<file path="src/rtl/count_seg_display.sv">
// count_seg_display: four-digit multiplexed 7-segment driver for a 0..15 count.
// The value is shown in decimal on the two rightmost digits with leading-zero
// blanking. The displayed value is latched only at frame boundaries, so a
// mid-frame change of Count never tears. After each value change the
// decimal point on the units digit flashes for FLASH_FRAMES refresh frames.
//
// Ports
//   Clk        in   system clock, rising edge
//   Reset      in   asynchronous, active-high reset
//   Count[3:0] in   count value (asynchronous to frame timing)
//   Enable     in   0 blanks the display and freezes all refresh timing
//   An[3:0]    out  digit anodes, active-low one-hot, An[0] = rightmost
//   Seg[6:0]   out  segment cathodes, active-low, Seg[0]=a .. Seg[6]=g
//   Dp         out  decimal point cathode, active-low
//   Frame_tick out  one-cycle pulse per refresh frame
module count_seg_display #(
  parameter int unsigned REFRESH_DIV  = 100000,
  parameter int unsigned FLASH_FRAMES = 250
) (
  input  logic       Clk,
  input  logic       Reset,
  input  logic [3:0] Count,
  input  logic       Enable,
  output logic [3:0] An,
  output logic [6:0] Seg,
  output logic       Dp,
  output logic       Frame_tick
);

  localparam int unsigned PRE_W = (REFRESH_DIV > 2) ? $clog2(REFRESH_DIV) : 1;
  localparam logic [PRE_W-1:0] PRE_LAST   = PRE_W'(REFRESH_DIV - 1);
  localparam logic [9:0]       FLASH_LOAD = 10'(FLASH_FRAMES);
  localparam logic [6:0]       SEG_BLANK  = 7'b1111111;

  typedef enum logic [1:0] {D0, D1, D2, D3} digit_t;

  digit_t            state;
  digit_t            state_nxt;
  logic [PRE_W-1:0]  pre_cnt;
  logic [3:0]        count_q;
  logic [3:0]        disp_val;
  logic [9:0]        flash_cnt;
  logic              slot_tick_c;
  logic              frame_evt_c;
  logic              tens_c;
  logic [3:0]        units_c;
  logic [3:0]        an_nxt;
  logic [6:0]        seg_nxt;
  logic              dp_nxt;

  // Active-low segment pattern for one decimal digit.
  function automatic logic [6:0] seg_of(input logic [3:0] d);
    case (d)
      4'd0:    seg_of = 7'b1000000;
      4'd1:    seg_of = 7'b1111001;
      4'd2:    seg_of = 7'b0100100;
      4'd3:    seg_of = 7'b0110000;
      4'd4:    seg_of = 7'b0011001;
      4'd5:    seg_of = 7'b0010010;
      4'd6:    seg_of = 7'b0000010;
      4'd7:    seg_of = 7'b1111000;
      4'd8:    seg_of = 7'b0000000;
      4'd9:    seg_of = 7'b0010000;
      default: seg_of = SEG_BLANK;
    endcase
  endfunction

  // Slot timing: prescaler wraps at REFRESH_DIV-1 and only runs when enabled.
  assign slot_tick_c = Enable && (pre_cnt == PRE_LAST);

  // Decimal split of the latched value (0..15 needs at most one tens digit).
  assign tens_c  = (disp_val >= 4'd10);
  assign units_c = tens_c ? (disp_val - 4'd10) : disp_val;

  // Digit FSM state register.
  always_ff @(posedge Clk or posedge Reset) begin
    if (Reset) state <= D0;
    else       state <= state_nxt;
  end

  // Digit FSM next state; frame_evt_c marks the D3->D0 step.
  always_comb begin
    state_nxt   = state;
    frame_evt_c = 1'b0;
    if (slot_tick_c) begin
      case (state)
        D0:      state_nxt = D1;
        D1:      state_nxt = D2;
        D2:      state_nxt = D3;
        default: begin
          state_nxt   = D0;
          frame_evt_c = 1'b1;
        end
      endcase
    end
  end

  // Next values for the registered display outputs.
  always_comb begin
    an_nxt  = 4'b1111;
    seg_nxt = SEG_BLANK;
    dp_nxt  = 1'b1;
    if (Enable) begin
      case (state)
        D0: begin
          an_nxt  = 4'b1110;
          seg_nxt = seg_of(units_c);
          dp_nxt  = (flash_cnt == 10'd0);
        end
        D1: begin
          an_nxt  = 4'b1101;
          if (tens_c) seg_nxt = seg_of(4'd1);
        end
        D2:      an_nxt = 4'b1011;
        default: an_nxt = 4'b0111;
      endcase
    end
  end

  // Prescaler, input sampling, frame latch and flash counter.
  always_ff @(posedge Clk or posedge Reset) begin
    if (Reset) begin
      pre_cnt   <= '0;
      count_q   <= 4'd0;
      disp_val  <= 4'd0;
      flash_cnt <= 10'd0;
    end else begin
      count_q <= Count;
      if (Enable) begin
        pre_cnt <= slot_tick_c ? '0 : pre_cnt + PRE_W'(1);
      end
      if (frame_evt_c) begin
        disp_val <= count_q;
        // A reload takes priority over the per-frame decrement.
        if (count_q != disp_val)      flash_cnt <= FLASH_LOAD;
        else if (flash_cnt != 10'd0)  flash_cnt <= flash_cnt - 10'd1;
      end
    end
  end

  // Registered outputs, one Clk behind the FSM state.
  always_ff @(posedge Clk or posedge Reset) begin
    if (Reset) begin
      An         <= 4'b1111;
      Seg        <= SEG_BLANK;
      Dp         <= 1'b1;
      Frame_tick <= 1'b0;
    end else begin
      An         <= an_nxt;
      Seg        <= seg_nxt;
      Dp         <= dp_nxt;
      Frame_tick <= frame_evt_c;
    end
  end

endmodule

</file>
<file path="config.mk">
export PLATFORM = sky130hd
export DESIGN_NAME = count_seg_display
export DESIGN_NICKNAME = d
export VERILOG_FILES = /design/src/rtl/count_seg_display.sv
export SDC_FILE = /design/constraint.sdc
export NUM_CORES = 1
export LEC_CHECK = 0
export CAP_MARGIN = 40
export CORE_ASPECT_RATIO = 0.6
export CORE_UTILIZATION = 40
export DETAILED_ROUTE_END_ITERATION = 16
export PLACE_DENSITY = 0.54
export SKIP_CTS_REPAIR_TIMING = 1
export SLEW_MARGIN = 25
export SYNTH_ARGS = -nofsm -noshare
export SYNTH_HDL_FRONTEND = slang
export SYNTH_SLANG_ARGS = --single-unit
export TNS_END_PERCENT = 50
</file>
<file path="constraint.sdc">
create_clock -name Clk -period 2.51 [get_ports Clk]
set_input_delay 0.251 -clock Clk [delete_from_list [all_inputs] [get_ports Clk]]
set_output_delay 0.251 -clock Clk [all_outputs]
set_load 0.05 [all_outputs]
</file>
==> flow_metrics.env <==
export IMPL_worstReg2RegEnd="disp_val[1]"
export IMPL_vias_per_cell=4.956
export IMPL_die_height_um=63.95
export IMPL_diodes=0
export IMPL_tightest_slew_ns=0.5273
export IMPL_slowest_delay_ns=0.57
export IMPL_yosysUniqueCellTypes=49
export IMPL_place_area_sq_mm=0.002885
export IMPL_fin_ws_ns=0.3274
export IMPL_worst_setup_path_type="flop to flop"
export IMPL_path_max_fanout=6
export IMPL_dp_hpwl_um=3469
export IMPL_area_growth_pct=16.28
export IMPL_cts_tree="done"
export IMPL_synth_area_sq_mm=0.002559
export IMPL_maxCapViolCount=0
export IMPL_vias=1819
export IMPL_path_clk_slew_ns=0.10
export IMPL_antenna_left=0
export IMPL_rrSetupSlack_ns=0.33
export IMPL_ir_drop_uv=215.1
export IMPL_top_level_ports=20
export IMPL_cp_arrival_ns=2.37
export IMPL_syn_num_nets=275
export IMPL_routabilityCongestion=0.7818
export IMPL_ys_seq_area_share_pct=49.49
export IMPL_drc_errors=0
export IMPL_cts_sinks=50
export IMPL_fp_coreArea_sq_mm=0.006138
export IMPL_slew_viol_final=0
export IMPL_clockBufferDepth=2
export IMPL_synth_area_leaders="dfrtp_1, dfstp_2, ha_1"
export IMPL_slowest_stage="or4b_4"
export IMPL_finalSetupTns_ns=0
export IMPL_outcome="complete, no violations"
export IMPL_setup_viol=0
export IMPL_gr_usage_all_layers_pct=15.73
export IMPL_cp_end_kind="flop"
export IMPL_avgSynthCellArea_sq_um=9.995
export IMPL_period_minus_slack_ns=2.183
export IMPL_finalHoldViolations=0
export IMPL_fin_nets=301
export IMPL_fin_util_pct=48.47
export IMPL_p_per_area_mw_per_mm2=515.2
export IMPL_synth_top_cell_by_area="dfrtp_1"
export IMPL_reg2reg_depth=4
export IMPL_fmax_mhz=458.2
export IMPL_stdcell_area_sq_mm=0.002975
export IMPL_clock_root_buffer="clkbuf_8"
export IMPL_port_buffers=19
export IMPL_antenna_found_initial=0
export IMPL_cellLeakagePower_nw=1.281
export IMPL_dieWidth_um=105.3
export IMPL_finalPower_w=0.001533
export IMPL_grt_setup_unrepaired="false"
export IMPL_r2r_start="pre_cnt[5]"
export IMPL_start_kind="flop"
export IMPL_htreeDepth=2
export IMPL_drtIter0Drc=85
export IMPL_drtPass1Iterations=4
export IMPL_fp_row_count=22
export IMPL_cp_data_required_time_ns=2.70
export IMPL_synth_commonest_cells="dfrtp_1, nor2_1, nand2_1"
export IMPL_startpoint="pre_cnt[5]"
export IMPL_grt_pass1_vias=1747
export IMPL_pre_cts_ws_ns=0.2422
export IMPL_synth_edf_count=0
export IMPL_routed_wl_um=4748
export IMPL_clk_latency_ns=0.30
export IMPL_synth_ff_type="dfrtp_1"
export IMPL_synthArstFlopShare_pct=100.0
export IMPL_die_area_sq_mm=0.006731
export IMPL_synthCells=256
export IMPL_grt_max_degree=22
export IMPL_wl_per_cell_um=12.94
export IMPL_yosysTopAreaCellShare_pct=37.16
export IMPL_overflow=0
export IMPL_period_share_pct=86.96
export IMPL_numCtsBuffers=5
export IMPL_max_slew_margin_pct=64.58
export IMPL_ys_ff_latch=50
export IMPL_fin_worst_skew_ns=0.01204
export IMPL_yosysMostFrequentCell="dfrtp_1"
export IMPL_yosys_warnings=0
export IMPL_worstPathCellList="or4b_4 > nor4_4 > and3_1 > mux2_2"
export IMPL_hold_class="primary input to async pin"
export IMPL_drive_gt1_share_pct=14.84
export IMPL_initial_core_util_pct=41.68
export IMPL_grt_pass1_wl_um=8342
-- cells by family after synthesis --
logic type      count (synthesis)  synth area share, %
compound gates                 46                10.37
xor+xnor                       18                6.161
fa+ha+maj                      12                5.868
buf+inv                        25                4.107
flops                          50                49.49
mux                             4                1.760
simple gates                  101                22.25
-- critical path, delay by kind of cell, from the launching register on --
kind / cells / cell delay [ns]
muxes: 1 / 0.38
DFF: 1 / 0.45
and+or+nand+nor: 3 / 1.23
-- power by group --
group / switching (W) / internal (W) / total (W) / leakage [nW]
Combinational: 0.0000738 / 0.0000682 / 0.000142 / 0.621
Clock: 0.000273 / 0.000196 / 0.000470 / 0.0441
Sequential: 0.0000622 / 0.000859 / 0.000921 / 0.615
Total: 0.000409 / 0.00112 / 0.00153 / 1.28
-- sequential cells by signal, summed over array words and instances (netlist names) --
name        cells
An              4
state           2
Seg             7
Dp              1
count_q         4
Frame_tick      1
pre_cnt        17
disp_val        4
flash_cnt      10
-- per-layer routing --
layer / track usage, % / vias to the layer above / share of wire [%] / wire length (um)
li1: - / 935 / - / -
met1: 24.38 / 848 / 56 / 2673
met2: 21.30 / 34 / 39 / 1858
met3: 3.673 / 2 / 4.0 / 191
met4: 4.754 / 0 / 0.53 / 25
met5: 0 / - / 0 / 0
-- how the worst max path moves through the flow --
| stage | to | cells after the start | slack [ns] |
|---|---|---|---|
| 2_1_floorplan | disp_val[0] | 5 | 0.58 |
| 3_3_place_gp | disp_val[1] | 5 | 0.27 |
| 3_5_place_dp | disp_val[1] | 5 | 0.24 |
| 4_1_cts | disp_val[1] | 4 | 0.30 |
| 5_1_grt | disp_val[1] | 4 | 0.21 |
| 6_report | disp_val[1] | 4 | 0.33 |
-- through the flow --
stage / cells / hold WS, ns
2_1_floorplan: 256 / 0.2824
3_3_place_gp: 359 / 0.4736
3_5_place_dp: 359 / 0.4887
4_1_cts: 367 / 0.2836
5_1_grt: 367 / 0.3060
6_report: 367 / 0.2748
-- cells in the final DEF, fill, tap and decap left out, drive strengths merged, types with 6 or more instances in the layout --
cell type and count:
dfrtp 38, nor2 24, o21ai 24, nand2 22
clkdlybuf4s50 19, inv 17, xnor2 13, nand3 13
dfstp 12, ha 12, a21oi 8, buf 8
nand3b 6
-- cell type report --
| type | count | area (sq um) |
|---|---|---|
| Tap cell | 84 | 105.1 |
| Sequential cell | 50 | 1266 |
| Fill cell | 571 | 3163 |
| Inverter | 17 | 63.81 |
| Multi-Input combinational cell | 181 | 1187 |
| Timing Repair Buffer | 27 | 262.8 |
| Clock buffer | 5 | 68.82 |
| Clock inverter | 3 | 21.27 |
Note: power is estimated with default switching activity, not from simulation.
